==> src/rtl/std_div_arbiter_if.sv <==
// std_div_arbiter_if: requester-side go/done divide ports plus arbiter status.
interface std_div_arbiter_if #(parameter int width = 32, parameter int NUM_REQ = 4);
  logic [NUM_REQ-1:0] req_go;
  logic [NUM_REQ-1:0] req_done;
  logic [NUM_REQ-1:0] grant;
  logic [NUM_REQ*width-1:0] req_left;
  logic [NUM_REQ*width-1:0] req_right;
  logic [NUM_REQ*width-1:0] out_quotient;
  logic [NUM_REQ*width-1:0] out_remainder;
  logic busy;
  modport master(output req_go, req_left, req_right,
                 input req_done, out_quotient, out_remainder, grant, busy);
  modport slave(input req_go, req_left, req_right,
                output req_done, out_quotient, out_remainder, grant, busy);
endinterface

==> src/rtl/std_div_arbiter.sv <==
// std_div_arbiter: shares one iterative std_div between NUM_REQ go/done requesters.
// Round-robin by default; define DIV_ARB_FIXED_PRIORITY_EN for lowest-index-wins priority.
module std_div #(parameter int width = 32) (
  input  logic             clk,
  input  logic             reset,
  input  logic             go,
  input  logic [width-1:0] left,
  input  logic [width-1:0] right,
  output logic [width-1:0] out_quotient,
  output logic [width-1:0] out_remainder,
  output logic             done
);
  localparam int CW = $clog2(width + 1);
  logic running;
  logic [CW-1:0] cnt;
  logic [width-1:0] rem, quo, dvs;
  logic [width:0] ext, diff;
  logic fit;
  always_comb begin
    ext = {rem, quo[width-1]};
    diff = ext - {1'b0, dvs};
    fit = ext >= {1'b0, dvs};
  end
  // Dropping go while running aborts, so two idle-go cycles always leave the divider ready.
  always_ff @(posedge clk)
    if (reset) begin
      running <= 1'b0;
      done <= 1'b0;
      cnt <= '0;
      rem <= '0;
      quo <= '0;
      dvs <= '0;
    end else if (running) begin
      if (!go) running <= 1'b0;
      else begin
        rem <= fit ? diff[width-1:0] : ext[width-1:0];
        quo <= {quo[width-2:0], fit};
        cnt <= cnt + 1'b1;
        if (cnt == CW'(width - 1)) begin
          running <= 1'b0;
          done <= 1'b1;
        end
      end
    end else if (go && !done) begin
      done <= left == '0;
      running <= left != '0;
      cnt <= '0;
      rem <= '0;
      quo <= left;
      dvs <= right;
    end else done <= 1'b0;
  assign out_quotient = quo;
  assign out_remainder = rem;
endmodule

module std_div_arbiter #(parameter int width = 32, parameter int NUM_REQ = 4) (
  input logic clk,
  input logic reset,
  std_div_arbiter_if.slave bus
);
  localparam int IW = $clog2(NUM_REQ);
  typedef enum logic [1:0] {IDLE, RUN, DONE, GAP} state_t;
  state_t state;
  logic [IW-1:0] rr, own, pick;
  logic [NUM_REQ-1:0] armed, elig, grant, req_done;
  logic [NUM_REQ*width-1:0] out_q, out_r;
  logic [width-1:0] op_l, op_r, div_q, div_r;
  logic found, div_go, div_done;
  int idx;
  assign elig = bus.req_go & armed;
  always_comb begin
    found = 1'b0;
    pick = '0;
    idx = 0;
`ifdef DIV_ARB_FIXED_PRIORITY_EN
    for (int k = NUM_REQ - 1; k >= 0; k--)
      if (elig[k]) begin
        found = 1'b1;
        pick = IW'(k);
      end
`else
    for (int k = 1; k <= NUM_REQ; k++) begin
      idx = int'(rr) + k;
      idx = idx >= NUM_REQ ? idx - NUM_REQ : idx;
      if (!found && elig[idx]) begin
        found = 1'b1;
        pick = IW'(idx);
      end
    end
`endif
  end
  always_ff @(posedge clk)
    if (reset) begin
      state <= IDLE;
      grant <= '0;
      req_done <= '0;
      out_q <= '0;
      out_r <= '0;
      rr <= IW'(NUM_REQ - 1);
      armed <= '1;
      div_go <= 1'b0;
      own <= '0;
      op_l <= '0;
      op_r <= '0;
    end else begin
      // A done pulse disarms its requester until go is seen low again.
      armed <= (armed & ~req_done) | ~bus.req_go;
      case (state)
        IDLE: if (found) begin
          own <= pick;
          rr <= pick;
          op_l <= bus.req_left[pick*width +: width];
          op_r <= bus.req_right[pick*width +: width];
          grant <= NUM_REQ'(1) << pick;
          state <= RUN;
        end
        RUN: if (div_done) begin
          div_go <= 1'b0;
          state <= DONE;
          if (bus.req_go[own]) begin
            out_q[own*width +: width] <= div_q;
            out_r[own*width +: width] <= div_r;
            req_done[own] <= 1'b1;
          end
        end else div_go <= 1'b1;
        DONE: begin
          req_done <= '0;
          grant <= '0;
          state <= GAP;
        end
        default: state <= IDLE;
      endcase
    end
  std_div #(.width(width)) u_div (
    .clk(clk),
    .reset(reset),
    .go(div_go),
    .left(op_l),
    .right(op_r),
    .out_quotient(div_q),
    .out_remainder(div_r),
    .done(div_done)
  );
  assign bus.grant = grant;
  assign bus.req_done = req_done;
  assign bus.out_quotient = out_q;
  assign bus.out_remainder = out_r;
  assign bus.busy = state != IDLE;
endmodule

==> src/flat_wrapper.sv <==
// flat-port wrapper written by rule: the top's interface ports become plain ports
module std_div_arbiter_flat 
#(parameter int width = 32, parameter int NUM_REQ = 4)
  (clk, reset, bus_req_go, bus_req_left, bus_req_right, bus_req_done, bus_out_quotient, bus_out_remainder, bus_grant, bus_busy);
  std_div_arbiter_if #(.width(width), .NUM_REQ(NUM_REQ)) bus_i ();
  input logic clk;
  input logic reset;
  input wire logic [$bits(bus_i.req_go)-1:0] bus_req_go;
  input wire logic [$bits(bus_i.req_left)-1:0] bus_req_left;
  input wire logic [$bits(bus_i.req_right)-1:0] bus_req_right;
  output wire logic [$bits(bus_i.req_done)-1:0] bus_req_done;
  output wire logic [$bits(bus_i.out_quotient)-1:0] bus_out_quotient;
  output wire logic [$bits(bus_i.out_remainder)-1:0] bus_out_remainder;
  output wire logic [$bits(bus_i.grant)-1:0] bus_grant;
  output wire logic [$bits(bus_i.busy)-1:0] bus_busy;
  assign bus_i.req_go = bus_req_go;
  assign bus_i.req_left = bus_req_left;
  assign bus_i.req_right = bus_req_right;
  assign bus_req_done = bus_i.req_done;
  assign bus_out_quotient = bus_i.out_quotient;
  assign bus_out_remainder = bus_i.out_remainder;
  assign bus_grant = bus_i.grant;
  assign bus_busy = bus_i.busy;
  std_div_arbiter #(.width(width), .NUM_REQ(NUM_REQ)) u_core (.clk(clk), .reset(reset), .bus(bus_i));
endmodule
==> config.mk <==
export PLATFORM = sky130hd
export DESIGN_NAME = std_div_arbiter_flat
export DESIGN_NICKNAME = d
export VERILOG_FILES = /design/src/rtl/std_div_arbiter_if.sv /design/src/rtl/std_div_arbiter.sv /design/src/flat_wrapper.sv
export SDC_FILE = /design/constraint.sdc
export NUM_CORES = 1
export LEC_CHECK = 0
export CORE_MARGIN = 1.5
export CORE_UTILIZATION = 40
export CTS_BUF_LIST = sky130_fd_sc_hd__clkbuf_8
export CTS_CLUSTER_DIAMETER = 150
export DETAILED_ROUTE_END_ITERATION = 8
export GPL_TIMING_DRIVEN = 0
export PLACE_DENSITY = 0.68
export REMOVE_ABC_BUFFERS = 1
export SLEW_MARGIN = 0
export SYNTH_ARGS = -nofsm -noshare
export SYNTH_HDL_FRONTEND = slang
export SYNTH_HIERARCHICAL = 1
export SYNTH_SLANG_ARGS = --single-unit
==> constraint.sdc <==
create_clock -name clk -period 4.8 [get_ports clk]
set_input_delay 0.96 -clock clk [delete_from_list [all_inputs] [get_ports clk]]
set_output_delay 0.96 -clock clk [all_outputs]
set_load 0.05 [all_outputs]
==> flow_summary.json, run 1 <==
{
  "critPathMaxStageDelay_ps": 990,
  "die_h_um": 224.7,
  "rsz0062_at_grt": "false",
  "synth_top_family_by_area": "simple AND/OR/NAND/NOR gates",
  "die_x_um": 224.7,
  "finalMaxSlewViolations": 0,
  "netlist_area_mm2": 0.01966,
  "reg2reg_setup_slack_ps": 1070,
  "gr-usage-met2_pct": 44.51,
  "htreeDepth": 3,
  "viasPerCell": 5.481,
  "wl_per_cell_um": 20.50,
  "post-route-util_pct": 56.03,
  "synth_compound_area_share_pct": 16.73,
  "grt_overflow_total": 0,
  "hp-class": "flop to flop",
  "placed_area_mm2": 0.02569,
  "status": "completed",
  "post-cts-setup-buffer-count": 0,
  "setup_viol": 0,
  "ctsHoldBuffers": 0,
  "path_max_fanout": 7,
  "grt.met3_usage_pct": 5.212,
  "numCtsBuffers": 78,
  "track_usage_pct": 26.99,
  "synth_top_cell_area_share_pct": 45.11,
  "timing.final.crit_share_pct": 88.30,
  "cts_resized": 0,
  "cts.clk_slew.worst_paths_ps": 60,
  "worst-path-buf-inv": 7,
  "top_usage_layer": "met2",
  "power.density_mw_per_mm2": 500.1,
  "synthDistinctLibCells": 68,
  "die-area_mm2": 0.05049,
  "area_growth_pct": 38.93,
  "drt_iter0_drc": 1292,
  "netlist_instances": 2206,
  "ys_seq_area_share_pct": 45.11,
  "antenna_left": 0,
  "p_total_mw": 13.66,
  "hpwl_um": 49490,
  "cts_root_buffer": "clkbuf_8",
  "cts_sinks": 443,
  "slew_headroom_pct": 26.14,
  "grt_first_pass_wirelength_um": 106300,
  "start_kind": "input port",
  "first_global_vias": 18333,
  "fmax_mhz": 235.9,
  "portBuffers": 526,
  "p_leak_nw": 9.657,
  "gp_congestion": 0.8565,
  "yosys.area_share.xor_xnor_pct": 1.336,
  "vdd_ir_drop_max_v": 0.0004747,
  "crit_slowest_cell": "a222oi_1",
  "antenna_found_initial": 2,
  "drt_first_pass_iters": 8,
  "clkLatencyLatePin_ps": 650,
  "endpoint_kind": "flop",
  "crit_chain": "clkdlybuf4s50_1 > nand2_1 > a222oi_1 > buf_2 > buf_2 > buf_2 > buf_2 > buf_2 > buf_2 > mux4_2 > a22o_1",
  "avgSynthCellArea_um2": 8.912,
  "synth_area_leaders": "dfxtp_1, a21oi_1, mux4_2",
  "num_rows": 81,
  "cpMostUsedCell": "buf_2",
  "ys.flop_type": "dfxtp_1",
  "fin_crit_ps": 4238,
  "worst_slack_ps": 561.8,
  "initial_utilization_pct": 40.33,
  "drive_above_1_share_pct": 10.30,
  "hold_slack_ps": 448.7,
  "worstMarginPinSlew_ps": 1108,
  "crit_type": "input port to flop",
  "critPathArrivalTime_ps": 4770,
  "yosysWarnings": 6,
  "hold_violations": 0,
  "synth-adder-area-share_pct": 2.902,
  "yosysTopAreaCell": "dfxtp_1",
  "async_flop_share_pct": 0,
  "drv_cap": 0,
  "core_mm2": 0.04875,
  "post-route-drc-count": 0,
  "grtUsageMet1_pct": 35.18,
  "finalClockSkew_ps": 25.10,
  "required_ps": 5340,
  "routed_wl_um": 69980,
  "grt_max_degree": 138,
  "synth_edf_count": 0,
  "synth_seq_cells": 443,
  "nets": 2993,
  "fillers": 4377,
  "cts_tree": "built",
  "path_delay_family": "buffers and inverters",
  "ioPinCount": 527,
  "final_cell_area_mm2": 0.02731,
  "vias": 18705,
  "synthMuxAreaShare_pct": 10.60,
  "pre_cts_ws_ps": 5.815,
  "synth-simple-area-share_pct": 18.25,
  "cts_buffer_depth": 3
}
[placed cells by master (no fill, tap or decap), types with 16 or more instances in the layout]
master / netlist / routed
xnor2_1: 19 / 19
buf_6: 5 / 19
dfxtp_1: 443 / 442
clkdlybuf4s50_1: 0 / 525
mux4_2: 65 / 65
a21oi_1: 325 / 325
a211oi_1: 36 / 36
nor2_1: 75 / 72
clkinv_2: 0 / 16
mux2i_1: 62 / 62
nand2_1: 383 / 382
o21ai_1: 35 / 35
nand3_1: 265 / 265
inv_1: 43 / 62
clkbuf_8: 0 / 102
a22o_1: 66 / 66
ha_1: 44 / 44
[cell usage after synthesis (12+ instances only)]
library cell  instances
ha_1                 44
inv_1                43
nor2_1               75
o21ai_1              35
dfxtp_1             443
nand3_1             265
xnor2_1              19
clkbuf_1             77
a211oi_1             36
a21o_1               12
buf_1                26
nand2_1             383
mux2i_1              62
a22o_1               66
buf_2                56
o21ai_0              12
mux4_2               65
a21oi_1             325
[final timing paths]
check,startpoint,end,depth (start not counted)
worst max-delay path,bus_req_go[3],u_core/op_l[6]$_SDFFE_PP0P_,11
worst min register to register,u_core/bus.out_remainder[66]$_SDFFE_PP0P_,u_core/bus.out_remainder[66]$_SDFFE_PP0P_,2
worst min-delay path,u_core/bus.out_remainder[66]$_SDFFE_PP0P_,u_core/bus.out_remainder[66]$_SDFFE_PP0P_,2
worst max register to register,u_core/armed[3]$_SDFF_PP1_,u_core/op_l[6]$_SDFFE_PP0P_,10
[routing by layer]
layer	wire [um]	up-vias
li1	-	8783
met1	30120	9053
met2	33350	723
met3	4240	144
met4	2249	2
met5	17	-
[worst reg2reg max path, cell delays in order, from the launching register on]
cell	delay, ps
dfxtp_1	360
nand2_1	180
a222oi_1	990
buf_2	360
buf_2	230
buf_2	230
buf_2	240
buf_2	220
buf_2	220
mux4_2	390
a22o_1	200
[registers in the layout (all words and copies together), names as in the netlist, 6 cells and up]
| name | cells |
|---|---|
| u_core/bus.out_remainder | 128 |
| u_core/op_r | 32 |
| u_core/u_div/dvs | 32 |
| u_core/u_div/cnt | 6 |
| u_core/bus.out_quotient | 128 |
| u_core/u_div/out_remainder | 32 |
| u_core/u_div/out_quotient | 32 |
| u_core/op_l | 32 |
[area by class of cell]
class / instances / area [um^2] / share of cell area, %
Antenna cell: 1 / 2.502 / 0.009162
Clock buffer: 102 / 1404 / 5.140
Clock inverter: 40 / 214.0 / 0.7833
Inverter: 43 / 161.4 / 0.5909
Multi-Input combinational cell: 1543 / 9872 / 36.14
Sequential cell: 443 / 8870 / 32.47
Tap cell: 664 / 830.8 / 3.042
Timing Repair Buffer: 577 / 5959 / 21.82
[cells by family (layout without fill, tap and decap cells)]
| logic type | after synthesis | in the layout |
|---|---|---|
| flip-flops | 443 | 443 |
| other | 0 | 1 |
| AO/OA/AOI/OAI | 537 | 537 |
| XOR/XNOR | 30 | 30 |
| adder cells (fa/ha/maj) | 45 | 45 |
| buffers and inverters | 220 | 762 |
| AND/OR/NAND/NOR | 804 | 804 |
| multiplexers | 127 | 127 |
[report_power, final]
part / internal [mW] / switching [mW] / leakage, nW
sequential: 4.10 / 0.457 / 3.59
clock: 1.96 / 1.59 / 0.920
combinational: 2.50 / 3.05 / 5.15
[per-stage QoR]
| step | instances | setup TNS, ps |
|---|---|---|
| 2_1_floorplan | 2029 | -175920 |
| 3_3_place_gp | 3219 | -3701210 |
| 3_5_place_dp | 3270 | 0 |
| 4_1_cts | 3412 | 0 |
| 5_1_grt | 3413 | 0 |
| 6_report | 3413 | 0 |
Note: power is estimated with default switching activity, not from simulation.
==> run 2, diff against run 1 <==
--- a/config.mk
+++ b/config.mk
@@ -5,13 +5,13 @@
 export SDC_FILE = /design/constraint.sdc
 export NUM_CORES = 1
 export LEC_CHECK = 0
-export CORE_MARGIN = 1.5
-export CORE_UTILIZATION = 40
+export CORE_AREA = 2 2 206 208
 export CTS_BUF_LIST = sky130_fd_sc_hd__clkbuf_8
 export CTS_CLUSTER_DIAMETER = 150
 export DETAILED_ROUTE_END_ITERATION = 8
+export DIE_AREA = 0 0 208 210
 export GPL_TIMING_DRIVEN = 0
-export PLACE_DENSITY = 0.68
+export PLACE_DENSITY = 0.79
 export REMOVE_ABC_BUFFERS = 1
 export SLEW_MARGIN = 0
 export SYNTH_ARGS = -nofsm -noshare
==> run 2 against run 1 <==
Compared with the run above:
- worst hold slack worse by 1.1 ps
- global-route usage is 3.3 points higher
- sequential power hardly changed
- power is 2.2% lower
- fmax is 0.64% higher
- sequential share of layout area is 0.44 points higher
- cell count is 4.1% lower
- via count is 1.7% higher
- first-iteration DRC count is 21% higher
- setup slack better by 27 ps
- clock-buffer cell count is 13 lower
- critical path type unchanged
- critical endpoint is now u_core/op_r[6]$_SDFFE_PP0P_
- largest cell class unchanged
==> flow_summary.json, run 2 (synthesis gave the netlist of run 1 again) <==
{
  "status": "completed",
  "die_h_um": 210,
  "vdd_ir_drop_max_v": 0.0004597,
  "placed_area_mm2": 0.02545,
  "finalClockSkew_ps": 45.25,
  "antenna_found_initial": 3,
  "crit_type": "input port to flop",
  "cpMostUsedCell": "buf_2",
  "ioPinCount": 527,
  "ctsHoldBuffers": 0,
  "core_mm2": 0.04148,
  "p_leak_nw": 9.558,
  "final_cell_mix": "clkdlybuf4s50_1, dfxtp_1, nand2_1",
  "cts.clk_slew.worst_paths_ps": 60,
  "htreeDepth": 3,
  "required_ps": 5320,
  "num_rows": 75,
  "start_kind": "input port",
  "grt_max_degree": 163,
  "post-cts-setup-buffer-count": 0,
  "drt_iter0_drc": 1561,
  "finalMaxSlewViolations": 0,
  "die-area_mm2": 0.04368,
  "area_growth_pct": 37.06,
  "post-route-drc-count": 0,
  "post-route-util_pct": 64.97,
  "cts_root_buffer": "clkbuf_8",
  "hold_slack_ps": 447.7,
  "worst-path-buf-inv": 8,
  "cts_buffer_depth": 3,
  "viasPerCell": 5.812,
  "rr_worst_depth": 11,
  "hold_violations": 0,
  "nets": 2984,
  "hp-class": "flop to flop",
  "worstMarginPinSlew_ps": 1284,
  "setup_viol": 0,
  "gp_congestion": 0.9039,
  "fin_crit_ps": 4211,
  "antenna_left": 0,
  "first_global_vias": 19168,
  "cts_tree": "built",
  "routed_wl_um": 68430,
  "path_depth": 12,
  "cts_sinks": 443,
  "multi_input_area_mm2": 0.009864,
  "r2r_start": "u_core/armed[3]$_SDFF_PP1_",
  "portBuffers": 526,
  "path_delay_family": "buffers and inverters",
  "numCtsBuffers": 74,
  "endpoint_kind": "flop",
  "power.density_mw_per_mm2": 496.0,
  "wl_per_cell_um": 20.90,
  "slew_headroom_pct": 14.21,
  "reg2reg_to": "u_core/op_r[6]$_SDFFE_PP0P_",
  "final_cell_area_mm2": 0.02695,
  "vias": 19029,
  "final_common_cell": "clkdlybuf4s50_1",
  "drt_first_pass_iters": 6,
  "reg2reg_setup_slack_ps": 1080,
  "cts_resized": 0,
  "rsz0062_at_grt": "false",
  "crit_slowest_cell": "a222oi_1",
  "track_usage_pct": 30.33,
  "grt_overflow_total": 0,
  "crit_chain": "clkdlybuf4s50_1 > nand2_1 > a222oi_1 > buf_2 > buf_2 > buf_2 > buf_2 > buf_2 > buf_2 > buf_2 > mux4_2 > a22o_1",
  "grt_first_pass_wirelength_um": 105500,
  "clkLatencyLatePin_ps": 650,
  "worstSetupStartpoint": "bus_req_go[3]",
  "drive_above_1_share_pct": 9.407,
  "path_max_fanout": 8,
  "initial_utilization_pct": 47.40,
  "critPathMaxStageDelay_ps": 790,
  "critPathArrivalTime_ps": 4730,
  "hpwl_um": 48700,
  "drv_cap": 0,
  "p_total_mw": 13.37,
  "fmax_mhz": 237.5,
  "crit_end": "u_core/op_r[6]$_SDFFE_PP0P_",
  "die_x_um": 208,
  "timing.final.crit_share_pct": 87.73,
  "fillers": 3316,
  "area.sequential_mm2": 0.008870
}
[run 2: changes by cell type in the layout (fill, tap and decap cells not counted), moves of 2 or more]
cell / delta
diode_2: +2
clkinv_2: -11
inv_8: +3
buf_2: +2
buf_4: -6
clkbuf_8: -13
buf_8: +2
inv_1: +9
buf_16: -3
[run 2: power by group]
group          total (mW)  switching [mW]  internal [mW]
registers            4.55           0.453           4.10
clock network        3.34            1.54           1.80
logic                5.48            2.99           2.49
[run 2: area by class of cell]
type,count,share of cell area (%)
multi-input combinational,1543,36.61
sequential,443,32.92
clock buffer,89,4.546
clock inverter,42,0.9797
tap,539,2.503
inverter,43,0.5990
timing repair buffer,572,21.82
antenna,3,0.02786
[run 2: worst min-delay path, delay by kind of cell, from the launching register on]
kind            cells  cell delay [ps]
simple gates        1               50
flops               1              300
compound gates      1               50
[run 2: per-stage QoR]
stage | TNS [ps] | cells | worst slack [ps]
after floorplan | -175920 | 2029 | -2538
after global placement | -3430990 | 3094 | -17370
after detailed placement | 0 | 3140 | 34.31
after CTS | 0 | 3271 | 687.8
after global routing | 0 | 3274 | 444.6
final | 0 | 3274 | 588.8
[run 2: how the worst min path moves through the flow]
| stage | start | to | depth (start not counted) |
|---|---|---|---|
| after floorplan | u_core/op_r[0]$_SDFFE_PP0P_ | u_core/u_div/dvs[0]$_SDFFE_PP0P_ | 2 |
| after global placement | u_core/bus.out_remainder[96]$_SDFFE_PP0P_ | u_core/bus.out_remainder[96]$_SDFFE_PP0P_ | 2 |
| after detailed placement | u_core/bus.out_quotient[23]$_SDFFE_PP0P_ | u_core/bus.out_quotient[23]$_SDFFE_PP0P_ | 2 |
| after CTS | u_core/op_r[7]$_SDFFE_PP0P_ | u_core/u_div/dvs[7]$_SDFFE_PP0P_ | 2 |
| after global routing | u_core/bus.out_quotient[115]$_SDFFE_PP0P_ | u_core/bus.out_quotient[115]$_SDFFE_PP0P_ | 2 |
| final | u_core/bus.out_quotient[126]$_SDFFE_PP0P_ | u_core/bus.out_quotient[126]$_SDFFE_PP0P_ | 2 |
[run 2: routing by layer]
metal | part of all wire [%] | global-route usage (%)
met1 | 40 | 37.66
met2 | 47 | 49.01
met3 | 9.2 | 7.166
met4 | 4.6 | 16.36
met5 | 0 | 0
